File: src/rtl/dvsdclaa_nibble_seq_if.sv
// Operand/result handshake bundle for the nibble-serial CLA sequencer.
// DVSDCLAA_OVF_EN adds the signed-overflow result bit out_ovf.
interface dvsdclaa_nibble_seq_if #(
  parameter int W = 16
);
  logic         in_valid;
  logic         in_ready;
  logic [W-1:0] in_a;
  logic [W-1:0] in_b;
  logic         in_cin;
  logic         out_valid;
  logic         out_ready;
  logic [W-1:0] out_sum;
  logic         out_cout;
`ifdef DVSDCLAA_OVF_EN
  logic         out_ovf;

  modport master (
    output in_valid, in_a, in_b, in_cin, out_ready,
    input  in_ready, out_valid, out_sum, out_cout, out_ovf
  );

  modport slave (
    input  in_valid, in_a, in_b, in_cin, out_ready,
    output in_ready, out_valid, out_sum, out_cout, out_ovf
  );
`else
  modport master (
    output in_valid, in_a, in_b, in_cin, out_ready,
    input  in_ready, out_valid, out_sum, out_cout
  );

  modport slave (
    input  in_valid, in_a, in_b, in_cin, out_ready,
    output in_ready, out_valid, out_sum, out_cout
  );
`endif
endinterface

File: src/rtl/dvsdclaa_nibble_seq.sv
// Wide adder sequencer: feeds an external 4-bit CLA one nibble per cycle.
// Define DVSDCLAA_OVF_EN to add the two's-complement overflow output.
module dvsdclaa_nibble_seq #(
  parameter int NIBBLES = 4
) (
  input  logic                  clk,
  input  logic                  rst_n,
  dvsdclaa_nibble_seq_if.slave  io,
  output logic                  busy,
  output logic [3:0]            cla_a,
  output logic [3:0]            cla_b,
  output logic                  cla_cin,
  input  logic [3:0]            cla_s,
  input  logic                  cla_cout
);

  localparam int W  = 4 * NIBBLES;
  localparam int CW = $clog2(NIBBLES) + 1;
  localparam logic [CW-1:0] LAST = CW'(NIBBLES - 1);

  typedef enum logic [1:0] {
    IDLE = 2'd0,
    RUN  = 2'd1,
    DONE = 2'd2
  } state_t;

  state_t        state_q, state_d;
  logic [W-1:0]  a_sh_q, a_sh_d;
  logic [W-1:0]  b_sh_q, b_sh_d;
  logic [W-1:0]  sum_sh_q, sum_sh_d;
  logic          carry_q, carry_d;
  logic [CW-1:0] cnt_q, cnt_d;
  logic [W-1:0]  out_sum_q, out_sum_d;
  logic          out_cout_q, out_cout_d;
  logic [W+3:0]  sum_ext;
  logic          run;
  logic          finish;

  // New CLA nibble enters at the top; works for W == 4 too.
  assign sum_ext = {cla_s, sum_sh_q};
  assign run     = (state_q == RUN);
  assign finish  = run && (cnt_q == LAST);

  always_ff @(posedge clk or negedge rst_n) begin
    if (!rst_n) begin
      state_q    <= IDLE;
      a_sh_q     <= '0;
      b_sh_q     <= '0;
      sum_sh_q   <= '0;
      carry_q    <= 1'b0;
      cnt_q      <= '0;
      out_sum_q  <= '0;
      out_cout_q <= 1'b0;
    end else begin
      state_q    <= state_d;
      a_sh_q     <= a_sh_d;
      b_sh_q     <= b_sh_d;
      sum_sh_q   <= sum_sh_d;
      carry_q    <= carry_d;
      cnt_q      <= cnt_d;
      out_sum_q  <= out_sum_d;
      out_cout_q <= out_cout_d;
    end
  end

  always_comb begin
    state_d    = state_q;
    a_sh_d     = a_sh_q;
    b_sh_d     = b_sh_q;
    sum_sh_d   = sum_sh_q;
    carry_d    = carry_q;
    cnt_d      = cnt_q;
    out_sum_d  = out_sum_q;
    out_cout_d = out_cout_q;
    unique case (state_q)
      IDLE: begin
        if (io.in_valid) begin
          a_sh_d  = io.in_a;
          b_sh_d  = io.in_b;
          carry_d = io.in_cin;
          cnt_d   = '0;
          state_d = RUN;
        end
      end
      RUN: begin
        sum_sh_d = sum_ext[W+3:4];
        carry_d  = cla_cout;
        a_sh_d   = a_sh_q >> 4;
        b_sh_d   = b_sh_q >> 4;
        cnt_d    = cnt_q + CW'(1);
        if (finish) begin
          state_d    = DONE;
          out_sum_d  = sum_ext[W+3:4];
          out_cout_d = cla_cout;
        end
      end
      DONE: begin
        if (io.out_ready) begin
          state_d = IDLE;
        end
      end
      default: begin
        state_d = IDLE;
      end
    endcase
  end

`ifdef DVSDCLAA_OVF_EN
  logic a_msb_q, a_msb_d;
  logic b_msb_q, b_msb_d;
  logic ovf_q, ovf_d;

  always_ff @(posedge clk or negedge rst_n) begin
    if (!rst_n) begin
      a_msb_q <= 1'b0;
      b_msb_q <= 1'b0;
      ovf_q   <= 1'b0;
    end else begin
      a_msb_q <= a_msb_d;
      b_msb_q <= b_msb_d;
      ovf_q   <= ovf_d;
    end
  end

  // Overflow is latched alongside the sum so it holds the same way.
  always_comb begin
    a_msb_d = a_msb_q;
    b_msb_d = b_msb_q;
    ovf_d   = ovf_q;
    if (state_q == IDLE && io.in_valid) begin
      a_msb_d = io.in_a[W-1];
      b_msb_d = io.in_b[W-1];
    end
    if (finish) begin
      ovf_d = (a_msb_q == b_msb_q) && (cla_s[3] != a_msb_q);
    end
  end

  assign io.out_ovf = ovf_q;
`endif

  assign io.in_ready  = (state_q == IDLE);
  assign io.out_valid = (state_q == DONE);
  assign busy         = (state_q == RUN) || (state_q == DONE);
  assign io.out_sum   = out_sum_q;
  assign io.out_cout  = out_cout_q;

  assign cla_a   = run ? a_sh_q[3:0] : 4'h0;
  assign cla_b   = run ? b_sh_q[3:0] : 4'h0;
  assign cla_cin = run ? carry_q : 1'b0;

endmodule

File: src/flat_wrapper.sv
// flat-port wrapper written by rule: the top's interface ports become plain ports
module dvsdclaa_nibble_seq_flat 
#(
  parameter int NIBBLES = 4
)
  (clk, rst_n, busy, cla_a, cla_b, cla_cin, cla_s, cla_cout, io_in_valid, io_in_a, io_in_b, io_in_cin, io_out_ready, io_in_ready, io_out_valid, io_out_sum, io_out_cout);
  dvsdclaa_nibble_seq_if #(.W((16))) io_i ();
  input  logic clk;
  input  logic rst_n;
  output logic busy;
  output logic [3:0] cla_a;
  output logic [3:0] cla_b;
  output logic cla_cin;
  input  logic [3:0] cla_s;
  input  logic cla_cout;
  input wire logic [$bits(io_i.in_valid)-1:0] io_in_valid;
  input wire logic [$bits(io_i.in_a)-1:0] io_in_a;
  input wire logic [$bits(io_i.in_b)-1:0] io_in_b;
  input wire logic [$bits(io_i.in_cin)-1:0] io_in_cin;
  input wire logic [$bits(io_i.out_ready)-1:0] io_out_ready;
  output wire logic [$bits(io_i.in_ready)-1:0] io_in_ready;
  output wire logic [$bits(io_i.out_valid)-1:0] io_out_valid;
  output wire logic [$bits(io_i.out_sum)-1:0] io_out_sum;
  output wire logic [$bits(io_i.out_cout)-1:0] io_out_cout;
  assign io_i.in_valid = io_in_valid;
  assign io_i.in_a = io_in_a;
  assign io_i.in_b = io_in_b;
  assign io_i.in_cin = io_in_cin;
  assign io_i.out_ready = io_out_ready;
  assign io_in_ready = io_i.in_ready;
  assign io_out_valid = io_i.out_valid;
  assign io_out_sum = io_i.out_sum;
  assign io_out_cout = io_i.out_cout;
  dvsdclaa_nibble_seq #(.NIBBLES(NIBBLES)) u_core (.clk(clk), .rst_n(rst_n), .io(io_i), .busy(busy), .cla_a(cla_a), .cla_b(cla_b), .cla_cin(cla_cin), .cla_s(cla_s), .cla_cout(cla_cout));
endmodule
File: config.mk
export PLATFORM = sky130hd
export DESIGN_NAME = dvsdclaa_nibble_seq_flat
export DESIGN_NICKNAME = d
export VERILOG_FILES = /design/src/rtl/dvsdclaa_nibble_seq_if.sv /design/src/rtl/dvsdclaa_nibble_seq.sv /design/src/flat_wrapper.sv
export SDC_FILE = /design/constraint.sdc
export NUM_CORES = 1
export LEC_CHECK = 0
export CORE_ASPECT_RATIO = 0.75
export CORE_MARGIN = 2
export CORE_UTILIZATION = 30
export DETAILED_ROUTE_END_ITERATION = 16
export HOLD_SLACK_MARGIN = 0.05
export PLACE_DENSITY = 0.53
export RECOVER_POWER = 25
export SLEW_MARGIN = 20
export SYNTH_ARGS = -nofsm -noshare
export SYNTH_HDL_FRONTEND = slang
export SYNTH_SLANG_ARGS = --single-unit
File: constraint.sdc
create_clock -name clk -period 2.2 [get_ports clk]
set_clock_uncertainty 0.2 [all_clocks]
set_input_delay 0.66 -clock clk [delete_from_list [all_inputs] [get_ports clk]]
set_output_delay 0.66 -clock clk [all_outputs]
set_load 0.05 [all_outputs]
==> summary by stage, run 1 <==
Outcome
The flow ran to the end, but the final reports show violations. The checks that failed: setup timing.

Logic synthesis
The portion of netlist area occupied by mux cells is 20.0%. The total of warnings raised by yosys is 0. Synthesis inferred 67 register bits.

Of the total synthesized cell area, the portion taken by XOR and XNOR cells is 0%. The main combinational cell family by area after synthesis is multiplexers. The distinct cell type count of the synthesized netlist is 24. The post-synthesis instance total is 246. Sequential cells were found to cover 55.8% of the synthesized design area. The synthesized netlist devotes 9.75% of its cell area to compound gates. The number of nets handed over by synthesis was 293.

The synthesized netlist devotes 2.08% of its cell area to adder and majority cells. The synthesized area divided by synthesized cell count is 12.2 um2. The synthesized cell area is 3000 um2. The fraction of the mapped netlist area in simple logic gates is 7.67%.

Finish
The share of post-route cells with drive strength above 1 is 32.0%. Leaving out fill and tap cells, the most frequent cell in the layout is sky130_fd_sc_hd__dfrtp_1. The antenna diode instance count is 0. The layout net count is 373. Summing all non-filler instances in the final layout gives an area of 4280 um2. The layout-stage area growth over the synthesis result is 42.4%. Fill cells in the final layout number 912. Leaving out fill and tap cells, the most frequent cells in the layout are sky130_fd_sc_hd__dfrtp_1 (67), sky130_fd_sc_hd__clkdlybuf4s50_1 (40), sky130_fd_sc_hd__nand2_1 (36).

Drt
After detailed routing, the average wire length per cell comes to 13.9 um. The detail route stage leaves a number of antenna-violating nets equal to 0. The routed design has 6450 um of wire. Using the TritonRoute via totals, the vias-per-cell ratio works out to 4.42. The detailed-routing iteration count for the pre-antenna-repair pass is 4. For this block, the initial DRC count from the detailed router was 178. In the routed design, unresolved DRC markers number 0. The total via count after detailed routing is 2046.

Global routing
The via count of the first global-routing pass is 2146. Summed over all layers, the global routing overflow is 0. The first global-routing pass estimated 10800 um of wire. The maximum number of pins on one net before global-route repair is 68.

The number of antenna violations at the first check in global routing is 0. In the global route stage, overall resource usage came out at 13.0%.

Placed design
The setup slack at placement is 0.0116 ns. After detailed placement, the total cell area comes to 3930 um2. The weighted congestion at the end of routability-driven global placement is 0.718. The number of buffer cells added on primary ports is 70. Once detailed placement completed, the half-perimeter wirelength came to 4420 um.

Critical path
Setup slack on the worst reg-to-reg path comes out at 0.24 ns. The type of element launching the critical path is a flip-flop. The sort of element at the end of the critical path is an output pin.

At the worst endpoint, the arrival time is 1.35 ns. The maximum fanout along the worst path is 12. The worst setup path is of the flip-flop to output pin kind.

At the worst endpoint, the required time is 1.34 ns.

Floorplanning
The core region area is 9700 um2. The overall die height is 90.6 um. 71 I/O pins were placed.

After floorplanning, the core was divided into 31 placement rows. The die is 120 um wide. The effective utilization at floorplan is 31.0%.

The area enclosed by the die boundary is 10800 um2.

CTS
Buffers inserted to repair hold after CTS numbered 0. The clock net in this run drives a total of 67 sinks. The clock transition at the register clock pins on the worst setup and hold paths after CTS is 0.05 ns. Clock tree synthesis inserted a total of 9 buffers. Clock latency on the worst-skew pair, taken at its later pin, is 0.33 ns. The H-tree was split into 3 levels. The buffer levels on the longest clock path is 2. The root buffer cell chosen for the clock tree is sky130_fd_sc_hd__clkbuf_16. The clock tree from TritonCTS is yes.

Timing
In the finished design, the share of the clock period the worst path needs comes to 100%. The post-route worst setup slack is -0.00876 ns. Setup repair after global routing could not meet its margin everywhere.

Based on the critical path, the design can be clocked at up to 0.453 GHz. The number of pins with negative max-slew slack in the final report came to 0. The final-report hold violation count is 0. The setup-violating endpoint count in the final report is 5. The worst-margin pin slew is 0.932 ns. Subtracting the final worst setup slack from the clock period gives 2.21 ns. The worst relative slew slack is 37.8%.

Power and ir drop
The clock network is responsible for 19.4% of the overall power. Combinational logic is responsible for 52.4% of the overall power. In this run the power spent charging and discharging nets is 0.00299 W. The worst-case IR drop observed on VDD is 0.974 mV. The cell-internal power is 0.00458 W. Sequential cells account for 28.2% of the total power. In this run the static leakage power is 1.90 nW.

The ratio of total power to cell area is 1770 nW/um2. Net switching is 39.5% of the power.

Flow run
Across the run, the number of max-cap violations was 0.

Worst hold path
The tightest min-delay check is of the flip-flop to flip-flop type.
## per-layer routing
| metal | up-vias | global-route usage [%] | wire length [um] |
|---|---|---|---|
| li1 | 1018 | - | - |
| met1 | 979 | 17.2 | 3100 |
| met2 | 39 | 19.1 | 2950 |
| met3 | 10 | 4.67 | 283 |
| met4 | 0 | 5.88 | 119 |
| met5 | - | 0 | 0 |
## sequential cells by signal (all words and copies together) (netlist names)
register            cells
u_core.a_sh_q          16
u_core.io.out_sum      16
u_core.b_sh_q          16
u_core.state_q          2
u_core.sum_sh_q        12
u_core.carry_q          1
u_core.cnt_q            3
u_core.io.out_cout      1
## metrics by stage
stage | hold WS [ns] | setup TNS [ns] | instances | utilization [%] | total power [W]
3_3_place_gp | 0.262 | 0 | 442 | 40.5 | 0.00600
2_1_floorplan | 0.164 | -0.203 | 246 | - | 0.00487
4_1_cts | 0.159 | -0.303 | 462 | 44.1 | 0.00767
5_1_grt | 0.301 | -0.697 | 463 | 44.1 | 0.00806
6_report | 0.275 | -0.0207 | 463 | 44.1 | 0.00757
3_5_place_dp | 0.268 | 0 | 442 | 40.5 | 0.00607
## kinds of logic after synthesis
family,after synthesis
AO/OA/AOI/OAI,48
adder cells (fa/ha/maj),5
buffers and inverters,20
flip-flops,67
multiplexers,55
AND/OR/NAND/NOR,51
## cell type report
cell class | count | area, um2 | share of cell area, %
clock buffers | 15 | 278 | 6.50
clock inverters | 1 | 30.0 | 0.702
inverters | 5 | 18.8 | 0.439
multi-input cells | 159 | 1220 | 28.4
flip-flops and latches | 67 | 1680 | 39.2
well taps | 132 | 165 | 3.86
repair buffers | 84 | 891 | 20.8
## power by group through the flow
stage	logic (W)	clock network, W	registers, W
5_1_grt	0.00428	0.00157	0.00222
4_1_cts	0.00402	0.00151	0.00214
3_5_place_dp	0.00390	0	0.00216
2_1_floorplan	0.00227	0	0.00260
6_report	0.00397	0.00147	0.00213
3_3_place_gp	0.00385	0	0.00214
## cells in the mapped netlist
master	count	area, um2
sky130_fd_sc_hd__o21ai_1	17	85.1
sky130_fd_sc_hd__and2_1	10	62.6
sky130_fd_sc_hd__nand2_1	36	135
sky130_fd_sc_hd__a31oi_1	4	25.0
sky130_fd_sc_hd__buf_6	7	78.8
sky130_fd_sc_hd__clkinv_1	1	3.75
sky130_fd_sc_hd__nand2_2	1	6.26
sky130_fd_sc_hd__mux2i_4	1	22.5
sky130_fd_sc_hd__nor2b_1	1	6.26
sky130_fd_sc_hd__dfrtp_1	67	1680
sky130_fd_sc_hd__mux2i_1	25	250
sky130_fd_sc_hd__buf_1	1	3.75
sky130_fd_sc_hd__o21ai_0	12	60.1
sky130_fd_sc_hd__buf_2	2	10.0
sky130_fd_sc_hd__a22oi_1	8	60.1
sky130_fd_sc_hd__a32o_1	1	10.0
sky130_fd_sc_hd__or2b_1	1	7.51
sky130_fd_sc_hd__inv_1	4	15.0
sky130_fd_sc_hd__nand2b_1	2	12.5
sky130_fd_sc_hd__mux2_2	29	327
sky130_fd_sc_hd__o21ai_2	6	52.6
sky130_fd_sc_hd__ha_1	5	62.6
sky130_fd_sc_hd__clkbuf_1	2	7.51
sky130_fd_sc_hd__buf_4	3	22.5
## critical path, cell delays in order (launching register included)
cell and delay (ns):
sky130_fd_sc_hd__dfrtp_1 0.40, sky130_fd_sc_hd__inv_2 0.09, sky130_fd_sc_hd__ha_4 0.20, sky130_fd_sc_hd__and2_2 0.19, sky130_fd_sc_hd__buf_12 0.14
## path summary, 6_finish.rpt
kind                                    from                    end  cells after the start
max in group asynchronous              rst_n     u_core.sum_sh_q[6]                      2
hold / removal              u_core.a_sh_q[1]       u_core.a_sh_q[1]                      2
setup / recovery           u_core.state_q[1]               cla_a[0]                      4
setup reg to reg           u_core.state_q[1]   u_core.io.out_sum[1]                      7
hold reg to reg             u_core.a_sh_q[1]       u_core.a_sh_q[1]                      2
min in group asynchronous              rst_n  u_core.io.out_sum[15]                      2
## what timing repair did
| item | in CTS | in global routing |
|---|---|---|
| pin swaps | 0 | 0 |
| resized for setup | 3 | 1 |
| endpoints found under the hold margin | 0 | 0 |
| buffers inserted | 4 | 1 |
| endpoints found under the setup margin | 10 | 28 |
No activity file was read; power rests on OpenSTA's default activity.
==> inputs of run 2 (changes only) <==
--- a/config.mk
+++ b/config.mk
@@ -5,7 +5,7 @@
 export SDC_FILE = /design/constraint.sdc
 export NUM_CORES = 1
 export LEC_CHECK = 0
-export CORE_ASPECT_RATIO = 0.75
+export CORE_ASPECT_RATIO = 1.1
 export CORE_MARGIN = 2
 export CORE_UTILIZATION = 30
 export DETAILED_ROUTE_END_ITERATION = 16
==> run 2 against run 1 <==
  * The flow still finishes with violations (setup timing)
  * Die area barely moved
  * Fmax decreased by 1.3%
  * Routed wire length decreased by 4.1%
  * Critical path depth grew 1
  * Count of clock-buffer cells in the layout shrank 5
==> summary by stage, run 2 (same netlist as run 1, synthesis figures left out) <==
Critical path
The number of cells traversed by the worst register-to-register path came to 7 (unchanged). The worst setup path endpoint is cla_b[3]. Counting stages on the worst path, the most repeated cell is sky130_fd_sc_hd__buf_12. The worst register-to-register path begins at u_core.state_q[0]. Among cell families on the critical path, the largest total delay comes from flip-flops. The critical path goes through inv_2 -> ha_4 -> buf_12 -> and2_4 -> buf_12.

The required time reported for the critical path endpoint was 1.34 ns (about the same). The worst flop-to-flop path endpoint is u_core.carry_q. The data arrival time of the critical path is 1.38 ns (+0.03 ns). The type of element launching the critical path is a flip-flop. The sort of element at the end of the critical path is an output pin.

The critical path in this run is classified as flip-flop to output pin. The internal reg-to-reg setup slack was 0.22 ns (-0.02 ns). The startpoint of the worst setup timing path is u_core.state_q[1]. The slowest stage of the critical path is the sky130_fd_sc_hd__dfrtp_1 cell.

The biggest cell delay along the critical path was 0.40 ns (about the same). The total number of cells along the worst setup path is 5 (+1). The count of buffer and inverter cells on the critical path came to 3 (+1). The maximum fanout along the worst path is 12 (unchanged).

Placed design
The detailed-placement wirelength estimate is 4110 um (-6.9%). The number of buffer cells added on primary ports is 70 (unchanged). The weighted congestion at the end of routability-driven global placement is 0.691 (-3.7%).

The standard cell area after detailed placement is 3910 um2 (-0.51%). The cell total after placement is 426 (-3.6%).

Timing
The worst slack on hold paths is 0.281 ns (+0.00562 ns). The post-route worst setup slack is -0.0367 ns (-0.0280 ns). The setup-violating endpoint count in the final report is 9 (+4).

The worst relative slew slack is 39.7% (+1.9 points). Setup repair after global routing could not meet its margin everywhere. The worst-margin pin slew came to 0.904 ns (-0.0285 ns). The number of pins with negative max-slew slack in the final report is 0 (unchanged). The final-report hold violation count was 0 (unchanged). The top achievable clock speed was 0.447 GHz (-1.3%). The shortest clock period the worst path allows after layout is 2.24 ns (+0.0280 ns).

The setup TNS is -0.267 ns (-0.246 ns). The share of the clock period used by the worst path is 102% (+1.3 points).

Finish
In the layout the commonest cells are sky130_fd_sc_hd__dfrtp_1 (67), sky130_fd_sc_hd__clkdlybuf4s50_1 (40), sky130_fd_sc_hd__nand2_1 (36). The multi-input gate area in the final layout was 1230 um2 (+1.5%). The number of standard cells in the layout, taps in and fillers out is 448 (-3.2%).

The share of post-route cells with drive strength above 1 is 32.6% (+0.60 points). The final instance area is 4170 um2 (-2.4%). Leaving out fill and tap cells, the most frequent cell in the layout is sky130_fd_sc_hd__dfrtp_1. Compared with the post-synthesis result, the final layout area differs by 39.0%. The layout net count is 371 (-0.54%). The storage element area was 1680 um2 (unchanged). The number of fillers in the final layout is 947 (+3.8%).

The antenna diode instance count is 0 (unchanged).

CTS
The library cell used as clock root buffer is sky130_fd_sc_hd__clkbuf_8. The cts-stage hold buffer count is 0 (unchanged). The total clock buffers created by CTS came to 9 (unchanged). The buffer levels on the longest clock path is 2 (unchanged). The total number of H-tree levels is 3 (unchanged). The clock transition at the register clock pins on the worst setup and hold paths after CTS was 0.07 ns (+0.02 ns). TritonCTS built the clock tree.

The number of sinks handled by clock tree synthesis was 67 (unchanged). The clock latency on the worst-skew pair is 0.33 ns (about the same).

Outcome
The run finished, with violations left. The final reports fail on setup timing.

Worst hold path
The worst hold-check path type is flip-flop to flip-flop.

Drt
The wire length per cell is 13.8 um (-0.93%). The detailed-routing iteration count for the pre-antenna-repair pass is 4 (unchanged). The DRC violations left came to 0 (unchanged). The total via count after detailed routing is 2015 (-1.5%). The total wirelength of the detailed-routed design is 6190 um (-4.1%). The residual antenna-violating net count after detailed routing is 0 (unchanged).

The number of vias per cell was 4.50 (+1.8%). The violation count after the first detailed-routing iteration was 101 (-43%).

Global routing
The total grt overflow was 0 (unchanged). The maximum number of pins on one net before global-route repair is 68 (unchanged). The number of antenna violations at the first check in global routing came to 0 (unchanged). The via count of the first global-routing pass is 2005 (-6.6%).

The overall track demand over capacity in global routing is 12.3% (-0.71 points). The global-route wire length before repair is 10200 um (-5.7%).

Power and ir drop
The highest ir drop seen on vdd is 0.914 mV (-6.2%). The leakage power of the design is 1.84 nW (-2.9%). The ratio of total power to cell area is 1710 nW/um2 (-3.1%).

Floorplanning
The boundary pin count was 71 (unchanged). The total number of placement rows came to 38 (+23%). The area enclosed by the die boundary came to 10800 um2 (about the same). The overall die height is 109 um (+20%). The width of the chip is 99.4 um (-17%).

The core region area came to 9790 um2 (+1.0%). The effective utilization at floorplan is 30.7% (-0.31 points).

Flow run
The max-cap check violation count is 0 (unchanged).
-- run 2: changes by cell type in the layout (fill, tap and decap cells not counted), sizes merged --
cell | before | now
buf | 43 | 40
bufbuf | 0 | 1
clkinv | 1 | 4
clkinvlp | 0 | 2
bufinv | 1 | 0
clkbuf | 16 | 11
-- run 2: per-stage QoR --
step | util (%) | power [W] | setup slack (ns)
finish | 42.6 | 0.00716 | -0.0367
global route | 42.6 | 0.00766 | -0.108
CTS | 42.6 | 0.00723 | -0.0685
detailed placement | 39.9 | 0.00604 | 0.0533
global placement | 39.9 | 0.00598 | 0.0911
floorplan | - | 0.00487 | -0.0226
-- run 2: worst min-delay path by stage --
stage	start	to	slack, ns	depth (start not counted)
after floorplan	rst_n	u_core.a_sh_q[0]	0.16	0
after detailed placement	u_core.b_sh_q[0]	u_core.b_sh_q[0]	0.26	2
after CTS	rst_n	u_core.io.out_sum[15]	0.14	2
after global placement	u_core.a_sh_q[0]	u_core.a_sh_q[0]	0.26	2
final	u_core.b_sh_q[11]	u_core.b_sh_q[11]	0.28	2
after global routing	u_core.b_sh_q[0]	u_core.b_sh_q[0]	0.30	2
-- run 2: cell type report --
class,count,share of cell area (%)
clock buffer,10,3.30
clock inverter,5,0.719
sequential,67,40.2
multi-input combinational,159,29.6
timing repair buffer,82,22.2
tap,120,3.60
inverter,5,0.450
-- run 2: layer usage --
layer / vias to the layer above / part of all wire (%) / GRT usage (%)
met1: 971 / 47 / 17.0
met3: 6 / 2.7 / 2.18
li1: 1007 / - / -
met2: 31 / 49 / 18.3
met5: - / 0 / 0
met4: 0 / 1.5 / 6.75
-- run 2: worst min-delay path, delay by kind of cell (launching register included) --
family	cells	cell delay (ns)
flops	1	0.34
simple gates	1	0.06
compound gates	1	0.05
-- run 2: what timing repair did --
item,in CTS,in global routing
pin swaps,1,1
resized for setup,13,1
gates cloned,1,0
setup buffers,4,2
endpoints found under the setup margin,10,11
-- run 2: report_power, final --
| part | total (W) | internal, W | switching (W) | leakage, nW |
|---|---|---|---|---|
| Clock | 0.000878 | 0.000427 | 0.000451 | 0.0839 |
| Sequential | 0.00213 | 0.00181 | 0.000313 | 0.831 |
| Combinational | 0.00415 | 0.00194 | 0.00221 | 0.927 |
| Total | 0.00716 | 0.00418 | 0.00297 | 1.84 |
